==> src/rtl/mips32_if_pkg.sv <==
// Shared types and constants for the MIPS32 instruction-fetch stage.
package mips32_if_pkg;

  typedef enum logic [1:0] {
    ST_IDLE,
    ST_REQ,
    ST_WAIT,
    ST_SQUASH
  } fetch_state_t;

  localparam int          PC_INC           = 1;
  localparam logic [31:0] RESET_PC_DEFAULT = 32'h0000_0000;

endpackage

==> src/rtl/if_pc_incr.sv <==
// Word-address incrementer; wraps modulo 2^PC_W with no carry out.
module if_pc_incr
  import mips32_if_pkg::*;
#(
  parameter int PC_W = 32
) (
  input  logic [PC_W-1:0] pc,
  output logic [PC_W-1:0] pc_inc
);

  assign pc_inc = pc + PC_W'(PC_INC);

endmodule

==> src/rtl/if_fetch_ctrl.sv <==
// IF-stage fetch sequencer: PC register, single-outstanding imem requests,
// one-entry instruction buffer toward ID, and redirect/squash handling.
module if_fetch_ctrl
  import mips32_if_pkg::*;
#(
  parameter int              PC_W     = 32,
  parameter int              INSTR_W  = 32,
  parameter logic [PC_W-1:0] RESET_PC = PC_W'(RESET_PC_DEFAULT)
) (
  input  logic               clk,
  input  logic               rst_n,
  input  logic               fetch_en,
  input  logic               redirect_valid,
  input  logic [PC_W-1:0]    redirect_pc,
  output logic               imem_req,
  output logic [PC_W-1:0]    imem_addr,
  input  logic               imem_gnt,
  input  logic               imem_rvalid,
  input  logic [INSTR_W-1:0] imem_rdata,
  output logic               if_valid,
  output logic [INSTR_W-1:0] if_instr,
  output logic [PC_W-1:0]    if_pc,
  output logic [PC_W-1:0]    if_pc_next,
  input  logic               id_ready
);

  fetch_state_t        state_q, state_d;
  logic [PC_W-1:0]     pc_q, pc_d, pc_plus1;
  logic                buf_valid_q;
  logic [INSTR_W-1:0]  buf_instr_q;
  logic [PC_W-1:0]     buf_pc_q;
  logic                load_buf;

  if_pc_incr #(.PC_W(PC_W)) u_pc_incr (
    .pc     (pc_q),
    .pc_inc (pc_plus1)
  );

  if_pc_incr #(.PC_W(PC_W)) u_next_incr (
    .pc     (buf_pc_q),
    .pc_inc (if_pc_next)
  );

  // Request only when the buffer is guaranteed free by the time data returns.
  always_comb begin
    state_d  = state_q;
    pc_d     = pc_q;
    load_buf = 1'b0;
    imem_req = (state_q == ST_REQ) && (!buf_valid_q || id_ready);

    case (state_q)
      ST_IDLE: begin
        if (fetch_en && !redirect_valid) state_d = ST_REQ;
      end
      ST_REQ: begin
        if (imem_req && imem_gnt) begin
          state_d = redirect_valid ? ST_SQUASH : ST_WAIT;
          pc_d    = pc_plus1;
        end else if (!fetch_en && !redirect_valid) begin
          state_d = ST_IDLE;
        end
      end
      ST_WAIT: begin
        if (imem_rvalid) begin
          load_buf = !redirect_valid;
          state_d  = fetch_en ? ST_REQ : ST_IDLE;
        end else if (redirect_valid) begin
          state_d = ST_SQUASH;
        end
      end
      ST_SQUASH: begin
        if (imem_rvalid) state_d = fetch_en ? ST_REQ : ST_IDLE;
      end
      default: state_d = ST_IDLE;
    endcase

    if (redirect_valid) pc_d = redirect_pc;
  end

  always_ff @(posedge clk or negedge rst_n) begin
    if (!rst_n) begin
      state_q <= ST_IDLE;
      pc_q    <= RESET_PC;
    end else begin
      state_q <= state_d;
      pc_q    <= pc_d;
    end
  end

  // pc_q has already advanced past the outstanding fetch, so its PC is pc_q-1.
  always_ff @(posedge clk or negedge rst_n) begin
    if (!rst_n) begin
      buf_valid_q <= 1'b0;
      buf_instr_q <= '0;
      buf_pc_q    <= '0;
    end else begin
      if (redirect_valid)            buf_valid_q <= 1'b0;
      else if (load_buf)             buf_valid_q <= 1'b1;
      else if (buf_valid_q && id_ready) buf_valid_q <= 1'b0;

      if (load_buf) begin
        buf_instr_q <= imem_rdata;
        buf_pc_q    <= pc_q - PC_W'(PC_INC);
      end
    end
  end

  assign imem_addr = pc_q;
  assign if_valid  = buf_valid_q;
  assign if_instr  = buf_instr_q;
  assign if_pc     = buf_pc_q;

endmodule

==> config.mk <==
export PLATFORM = sky130hd
export DESIGN_NAME = if_fetch_ctrl
export DESIGN_NICKNAME = d
export VERILOG_FILES = /design/src/rtl/mips32_if_pkg.sv /design/src/rtl/if_pc_incr.sv /design/src/rtl/if_fetch_ctrl.sv
export SDC_FILE = /design/constraint.sdc
export NUM_CORES = 1
export LEC_CHECK = 0
export BUFFER_PORTS_ARGS = -buffer_cell sky130_fd_sc_hd__clkbuf_2
export CAP_MARGIN = 20
export CORE_ASPECT_RATIO = 1.5
export CORE_MARGIN = 10
export CORE_UTILIZATION = 54
export CTS_CLUSTER_SIZE = 28
export DETAILED_ROUTE_END_ITERATION = 16
export PLACE_DENSITY_LB_ADDON = 0.12
export SLEW_MARGIN = 20
export SYNTH_ARGS = -nofsm -noshare
export SYNTH_HDL_FRONTEND = slang
export SYNTH_SLANG_ARGS = --single-unit
==> constraint.sdc <==
create_clock -name clk -period 3.4 [get_ports clk]
set_clock_uncertainty 0.2 [all_clocks]
set_input_delay 0.51 -clock clk [delete_from_list [all_inputs] [get_ports clk]]
set_output_delay 0.51 -clock clk [all_outputs]
set_load 0.02 [all_outputs]
# [Word level (Yosys, flattened, before mapping)]
# Index checks and enable logic that the tools add are counted.
[totals] ff_bits=99 latch_bits=0 ram_bits=0 mem_bits_ro=0 output_inout_bits=130 wordCells=47 memories=0
[op_classes] n_addsub=3 multipliers=0 n_div=0 order_cmp=0 n_eq_ne=7 shift=0 n_mux=17 bitwise=0 n_reduce_logical=15
[op_table] operator="two-way mux 32 bit" count=3
[op_table] operator="adder 32 x 1 -> 32 bit (second input constant)" count=2
[op_table] operator="subtractor 32 x 1 -> 32 bit (second input constant)" count=1
[op_table] operator="two-way mux 2 bit" count=6
[op_table] operator="case mux 2 bit (4 select lines)" count=1
[op_table] operator="two-way mux 1 bit" count=7
[op_table] operator="logical AND 1 bit" count=5
[op_table] operator="equality test 2 bit (second input constant)" count=2
[op_table] operator="!= test 2 bit (second input constant)" count=2
[op_table] operator="AND reduction 4 bit" count=1
[op_table] operator="nonzero test 2 bit" count=2
[op_table] operator="logical NOT 1 bit" count=3
[op_table] operator="!= test 3 x 1 -> 1 bit (second input constant)" count=1
[op_table] operator="!= test 3 bit (second input constant)" count=1
[op_table] operator="nonzero test 3 bit" count=1
[op_table] operator="equality test 2 x 1 -> 1 bit (second input constant)" count=1
[op_table] operator="logical NOT 2 bit" count=1
[op_table] operator="AND reduction 2 bit" count=1
[op_table] operator="logical OR 1 bit" count=1

# [Longest topological paths before layout]
# Gate-level depths: netlist of the first run.
[logic_depth] depth_word=7 ltp_mapped=7

# [Modules after synthesis]
# From an unflattened synthesis of the first run, not the netlist that was laid out.
[hier_totals] hier_cells=674 area_unflattened_um2=5923.2
[by_module_without_submodules] module="if_fetch_ctrl" instances=1 cells_per_inst=482 area_per_inst_um2=4554.4
[by_module_without_submodules] module="if_pc_incr" instances=2 cells_per_inst=96 area_per_inst_um2=684.4

# [Worst setup path after synthesis of the first run]
# No wires, ideal clock.
[synth_timing] kind="reg2out" from="register buf_pc_q[0] (netlist: if_pc[0])" to="output if_pc_next[26]" arrival_time_ns=2.208 slack_ns=0.482 stages_incl_launch_ff=8 n_path_buf=1 cell_sequence="dfrtp_1 > ha_1 > inv_1 > or4_1 > clkbuf_1 > nor3_2 > nand3_1 > xnor2_1"
[synth_via] elab_chain_cells=1
[synth_rtl] element="from (decl)" line_no="if_fetch_ctrl.sv:31" text="logic [PC_W-1:0] buf_pc_q;"
[synth_rtl] element="from (signal assigned)" line_no="if_fetch_ctrl.sv:103" text="buf_pc_q <= pc_q - PC_W'(PC_INC);"
[synth_rtl] element="adder 32 x 1 -> 32 bit" line_no="if_pc_incr.sv:11" text="assign pc_inc = pc + PC_W'(PC_INC);"
[synth_rtl] element="to (decl)" line_no="if_fetch_ctrl.sv:23" text="output logic [PC_W-1:0] if_pc_next,"
# No other way between the ends.

# [Worst setup path in the final report of the first run]
[layout_timing] from="register buf_pc_q[2] (netlist: if_pc[2])" to="output if_pc_next[24]"
# The elaborated chain is that of the path after synthesis.

==> key figures, run 1 <==
Detailed routing
  • Max layer used: met4
  • DRT antenna net count: 0
  • DR vias: 4812
  • Wl on met1: 5.51 mm
  • Drt total wl: roughly 15 mm
  • WL met2: 7.51 mm
  • Detailed-route vias per instance: 5.46
  • Met3 wire length: 1.39 mm
  • Routed WL per cell: between 15 and 20 um
  • Drt pass-1 iters: 4
  • DRC: 0
  • Initial DRC Count: 194

Run
  • Total of max-cap violations: 0

Die
  • DIE AREA: 14700 sq um
  • Core box area: between 10000 and 15000 sq um
  • Die Ht: between 100 and 150 um
  • Initial Utilization: a little over half
  • Die width: 102 um
  • # IOs: 201
  • Row count: 45

Logic synthesis
  • Netlist Area Pre-Place: around 5500 sq um
  • Synth Warn #: 0
  • Ys flop type: dfrtp_1
  • Sequential area share after synthesis: 45.1%
  • Asr flop ratio synth: 100%
  • Synth cell types: 39
  • Flops & latches, synth: 99
  • Post-synth EDFFs: 0
  • Cells after Synth: between 500 and 600
  • Syn avg cell area: ~9.4 sq um
  • Syn nets: 657

Setup path
  • Worst path required time: 2.69 ns
  • Crit-path cells: nand4_1 > or4_4 > nor3_4 > buf_4 > xor2_1 > clkbuf_2
  • CP bufs+invs: 2
  • Worst setup SP type: flip-flop
  • Crit-path slowest cell: or4_4
  • Slowest cell delay on critical path: between 0.6 and 0.7 ns
  • CP Class: reg -> out
  • Critical path arrival: 2.42 ns
  • CP endpoint kind: output pin
  • Largest fanout on the critical path: 8
  • CP delay by family, top: simple AND/OR/NAND/NOR gates

GRT
  • Largest net degree at the start of global routing: 69
  • Vias in the first global route: 5041
  • Total global routing overflow: 0
  • Gr usage total: 20.5%
  • Antenna violations before repair: 0
  • First-pass GRT wire length: ~24 mm

Timing
  • Final setup TNS: 0 ns
  • Final number of max-transition violations: 0
  • Fin crit share: 92.0%
  • RSZ-0062 raised after global routing: no
  • Worst Max-Slew Pin Slew: 0.740 ns
  • Max-slew headroom: 50.7%
  • Final Hold Viols: 0
  • Final setup vio count: 0
  • Period minus WS final: 3.13 ns
  • Fmax: 320 MHz

Layout
  • Design area: 6830 sq um
  • Nets@finish: around 830
  • Final core occ: 68.1%
  • Final-layout fill cell count: 855
  • Area Overhead vs Synth: 24.3%
  • Layout cells sized above 1: between 30% and 40%
  • Ant diodes: 0

CTS
  • CTS Sinks: between 90 and 100
  • H-tree Lvls: 3
  • Worst skew pair latency: 0.34 ns
  • CTS tree: built
  • CTS Root Cell: clkbuf_16
  • CTS max path bufs: 2
  • CTS buffer count: 9
  • Clock transition at path regs: 0.06 ns

Power and ir drop
  • Leak: ~3.1 nW
  • VDD IR-drop max: 0.460 mV
  • Pwr/cell area: 823 nW/um^2
  • Total Power: about 5.6 mW

Place
  • Placed inst area: approximately 6500 sq um
  • DP Wirelength: 11.6 mm
  • Placer congestion estimate: 0.855
  • PortBufs: 200

Run status
  • Status: finished, final reports clean

Min path
  • Worst hold-check path type: in -> reg
logic make-up (layout without fill, tap and decap cells):
group	after synthesis	in the layout	synth area share, %
AOI/OAI and AO/OA	72	72	7.04
xor gates and xnor gates	84	84	13.4
adders and majority gates	3	3	0.683
buffers and inverters	53	234	3.94
DFF	99	99	45.1
muxes	36	36	7.36
and+or+nand+nor	236	236	22.5
area by class of cell:
cell class | instances | area (sq um) | share of cell area [%]
clock buffers | 9 | 225 | 3.30
clock inverters | 7 | 45.0 | 0.660
inverters | 10 | 37.5 | 0.550
multi-input cells | 431 | 2820 | 41.3
flip-flops and latches | 99 | 2480 | 36.3
well taps | 117 | 146 | 2.14
repair buffers | 208 | 1080 | 15.8
metal layers:
layer	global-route usage, %	vias up
li1	-	2395
met1	21.9	2231
met2	35.3	165
met3	8.60	21
met4	6.86	0
met5	0	-
report_power, final:
part	total, mW	internal [mW]	switching, mW
combinational	2.57	0.978	1.60
clock	0.925	0.493	0.433
sequential	2.12	1.61	0.509
total	5.62	3.08	2.54
synth_stat cells (3+ instances only):
cell	count	area share, %
dfrtp_1	99	45
xnor2_1	63	10
nand2_1	52	3.6
nor2_1	51	3.5
mux2_2	35	7.2
a21oi_1	32	2.9
o21ai_0	29	2.6
clkbuf_1	27	1.8
nand3_1	23	2.1
xor2_1	21	3.3
nor4_1	20	2.3
nand4_1	17	1.9
nor3_1	17	1.5
and4_1	14	2.2
buf_2	14	1.3
inv_1	10	0.68
and3_1	9	1.0
or3_1	9	1.0
a31oi_1	5	0.57
and2_1	5	0.57
or4_1	4	0.55
ha_1	3	0.68
nor2b_1	3	0.34
or2_2	3	0.34
cell usage in the layout, fill, tap and decap left out, drive strengths merged, types with 10 or more instances in the layout:
| master | count |
|---|---|
| xnor2 | 63 |
| and4 | 14 |
| nand2 | 52 |
| a21oi | 32 |
| nor4 | 20 |
| dfrtp | 99 |
| xor2 | 21 |
| clkbuf | 208 |
| nand3 | 23 |
| nor2 | 51 |
| nor3 | 18 |
| mux2 | 35 |
| nand4 | 18 |
| inv | 10 |
| o21ai | 29 |
through the flow:
step	std cells	hold slack [ns]	setup slack (ns)
4_1_cts	880	0.165	0.0820
2_1_floorplan	583	0.0144	0.482
3_3_place_gp	863	0.288	0.512
6_report	881	0.176	0.271
5_1_grt	881	0.171	0.0350
3_5_place_dp	863	0.296	0.459
flip-flops by register name, summed over array words and instances, names as in the netlist:
register	count
if_valid	1
imem_addr	32
if_pc	32
if_instr	32
state_q	2
path summary, 6_finish.rpt:
kind | start | endpoint | slack [ns] | cells after the start
setup reg to reg | imem_addr[12] | imem_addr[31] | 0.79 | 5
hold / removal | redirect_pc[22] | imem_addr[22] | 0.18 | 3
hold reg to reg | if_instr[29] | if_instr[29] | 0.30 | 1
setup / recovery | if_pc[2] | if_pc_next[24] | 0.27 | 6
max in group asynchronous | rst_n | imem_addr[20] | 1.79 | 3
min in group asynchronous | rst_n | imem_addr[2] | 0.52 | 2
timing repair:
action / in CTS / in global routing
buffers inserted: 0 / 1
hold endpoints to repair: 8 / 0
hold buffers: 1 / 0
endpoints found under the setup margin: 0 / 3
resized for setup: 0 / 3
worst register-to-register path, delay by kind of cell (launching register included):
| kind | cells | cell delay [ns] |
|---|---|---|
| flops | 1 | 0.55 |
| simple gates | 4 | 1.63 |
| compound gates | 1 | 0.16 |
(Power assumes the default switching activity.)
==> run 2: changes to the inputs <==
CORE_UTILIZATION = 55   (was 54)
MAX_ROUTING_LAYER = met4   (was default)
SYNTH_HIERARCHICAL = 1   (was default)
==> run 2 against run 1 <==
Compared with the run above:
- the flow now finishes with violations (hold timing)
- non-clock buffer count decreased by 4
- setup slack got worse by 0.059 ns
- wire length increased by 18%
- sequential cell count unchanged
- design area increased by 6.8%
==> key figures, run 2 <==
Logic synthesis
  • Synth cell types: 37 (-5.1%)
  • Leading area contributor after synthesis: dfrtp_1
  • Most common cell in the netlist: nand2_1
  • Cells after Synth: 674 (+16%)
  • Flops & latches, synth: 99 (unchanged)
  • Syn avg cell area: 8.79 sq um (-6.7%)
  • Synth Warn #: 6 (+6)
  • Netlist Area Pre-Place: 5920 sq um (+7.8%)
  • Area share of the leading cell type in the synthesized netlist: 41.8% (-3.3 points)
  • Asr flop ratio synth: 100% (unchanged)
  • Ys flop type: dfrtp_1
  • Post-synth EDFFs: 0 (unchanged)
  • Sequential area share after synthesis: 41.8% (-3.3 points)
  • Synth area leaders: dfrtp_1, nand2_1, xor2_1
  • Syn nets: 748 (+14%)
  • Commonest cells in the netlist: nand2_1, dfrtp_1, o21ai_1, xor2_1, xnor2_1

Run
  • Total of max-cap violations: 0 (unchanged)

Place
  • DP Wirelength: 13.3 mm (+14%)
  • Placed inst area: 7010 sq um (+7.5%)
  • Placer congestion estimate: 0.869 (+1.6%)
  • Placed cell count: 987 (+14%)
  • PortBufs: 200 (unchanged)

Detailed routing
  • Routed WL per cell: 17.4 um (+4.1%)
  • Drt total wl: 17.4 mm (+18%)
  • DR vias: 5492 (+14%)
  • Initial DRC Count: 163 (-16%)
  • DRT antenna net count: 0 (unchanged)
  • DRC: 0 (unchanged)
  • Detailed-route vias per instance: 5.48 (+0.35%)
  • Drt pass-1 iters: 4 (unchanged)

Timing
  • Final setup vio count: 0 (unchanged)
  • Worst Max-Slew Pin Slew: 0.956 ns (+0.216 ns)
  • RSZ-0062 raised after global routing: no
  • Max-slew headroom: 36.3% (-14 points)
  • Fin crit share: 93.7% (+1.7 points)
  • Final number of max-transition violations: 0 (unchanged)
  • Final setup TNS: 0 ns (unchanged)
  • Hold Slack: -0.0202 ns (-0.196 ns)
  • Fmax: 314 MHz (-1.8%)
  • Final Hold Viols: 7 (+7)
  • Period minus WS final: 3.19 ns (+0.0585 ns)

Layout
  • Register area: 2480 sq um (unchanged)
  • Area Overhead vs Synth: 23.1%
  • Multi-input gate area: 3260 sq um (+16%)
  • Nets@finish: 928 (+11%)
  • Most frequent cells in the layout: clkbuf_2, nand2_1, dfrtp_1
  • Final core occ: 69.2% (+1.1 points)
  • Layout cells sized above 1: 28.6% (-6.4 points)
  • Design area: 7290 sq um (+6.8%)
  • Ant diodes: 0 (unchanged)
  • Commonest non-fill, non-tap cell in the layout: clkbuf_2
  • Final-layout fill cell count: 918 (+7.4%)
  • Layout Cells excl Fill: 1002 (+14%)

Power and ir drop
  • VDD IR-drop max: 0.494 mV (+7.5%)
  • Leak: 3.67 nW (+20%)
  • Total Power: 5.78 mW (+2.9%)
  • Pwr/cell area: 793 nW/um^2 (-3.6%)

CTS
  • CTS Sinks: 99 (unchanged)
  • CTS buffer count: 9 (unchanged)
  • CTS tree: built
  • Setup Buffers After CTS: 0 (unchanged)
  • Worst skew pair latency: 0.35 ns (about the same)
  • H-tree Lvls: 3 (unchanged)
  • Post-CTS Hold Buffers: 0 (-1)
  • CTS max path bufs: 2 (unchanged)
  • CTS Root Cell: clkbuf_16
  • Clock transition at path regs: 0.07 ns (about the same)
  • # resized after CTS: 0 (unchanged)

Die
  • Initial Utilization: 56.2% (+1.4 points)
  • Row count: 46 (+2.2%)
  • Die Ht: 147 um (+2.5%)
  • # IOs: 201 (unchanged)
  • Die width: 105 um (+2.3%)
  • DIE AREA: 15400 sq um (+4.9%)
  • Core box area: 10500 sq um (+5.1%)

Setup path
  • CP delay by family, top: simple AND/OR/NAND/NOR gates
  • Crit path to: if_pc_next[28]
  • CP bufs+invs: 1 (-1)
  • Worst path required time: 2.69 ns (about the same)
  • Largest fanout on the critical path: 8 (unchanged)
  • CP endpoint kind: output pin
  • R2r endpoint: if_pc[24]
  • Worst setup SP type: flip-flop
  • CP Class: reg -> out
  • R2R cell count: 7 (+2)
  • Worst r2r src: imem_addr[0]
  • Flop2flop setup slack: 0.74 ns (-0.05 ns)
  • Crit-path slowest cell: nor4_1
  • Worst Setup SP: if_pc[0]
  • Crit-path cells: ha_1 > and3_1 > nand3_2 > nor4_1 > xor2_1 > clkbuf_2
  • CP Depth: 6 (unchanged)
  • Slowest cell delay on critical path: 0.49 ns (-0.14 ns)
  • Critical path arrival: 2.48 ns (+0.06 ns)

GRT
  • Largest net degree at the start of global routing: 94 (+36%)
  • Total global routing overflow: 0 (unchanged)
  • Antenna violations before repair: 0 (unchanged)
  • Vias in the first global route: 5606 (+11%)
  • Gr usage total: 23.1% (+2.6 points)
  • First-pass GRT wire length: 28.9 mm (+20%)

Min path
  • Worst hold-check path type: in -> async

Run status
  • Failing checks: hold timing
  • Status: finished, violations left
-- run 2: per-stage QoR --
| step | setup WS [ns] | hold WS (ns) |
|---|---|---|
| after detailed placement | 0.730 | 0.262 |
| final | 0.213 | -0.0202 |
| after floorplan | 0.909 | 0.0144 |
| after CTS | 0.297 | 0.00467 |
| after global placement | 0.853 | 0.257 |
| after global routing | 0.104 | 0.0337 |
-- run 2: final cells by class --
type | instances | share of cell area [%]
timing repair buffer | 204 | 14.5
multi-input combinational | 529 | 44.7
clock inverter | 5 | 0.515
sequential | 99 | 34.0
clock buffer | 10 | 3.28
inverter | 11 | 0.566
tap | 144 | 2.47
-- run 2: cell families (layout without fill, tap and decap cells) --
logic type,count (synthesis),in the layout,share of synthesized area (%)
AO/OA/AOI/OAI,71,71,6.21
XOR/XNOR,88,88,13.0
adder cells (fa/ha/maj),3,3,0.634
buffers and inverters,46,230,3.44
flip-flops,99,99,41.8
multiplexers,32,32,5.41
AND/OR/NAND/NOR,335,335,29.5
-- run 2: per-layer routing --
layer / share of wire [%] / GRT usage [%] / routed length (um)
met5: 0 / - / 0
met4: 2.1 / 7.92 / 357
met3: 6.1 / 4.73 / 1050
met2: 51 / 39.7 / 8840
met1: 41 / 26.1 / 7150
-- run 2: worst min-delay path by stage --
| stage | slack (ns) | to | start |
|---|---|---|---|
| 2_1_floorplan | 0.01 | if_instr[0] | rst_n |
| 3_3_place_gp | 0.26 | if_instr[28] | if_instr[28] |
| 3_5_place_dp | 0.26 | if_instr[21] | if_instr[21] |
| 4_1_cts | 0.005 | if_instr[23] | rst_n |
| 5_1_grt | 0.03 | if_instr[23] | rst_n |
| 6_report | -0.02 | if_instr[23] | rst_n |
-- run 2: report_power, final --
part / switching [mW] / internal, mW / total, mW / leakage, nW
clock: 0.465 / 0.517 / 0.982 / 0.131
sequential: 0.590 / 1.60 / 2.19 / 1.24
combinational: 1.69 / 0.925 / 2.61 / 2.31
total: 2.74 / 3.04 / 5.78 / 3.67
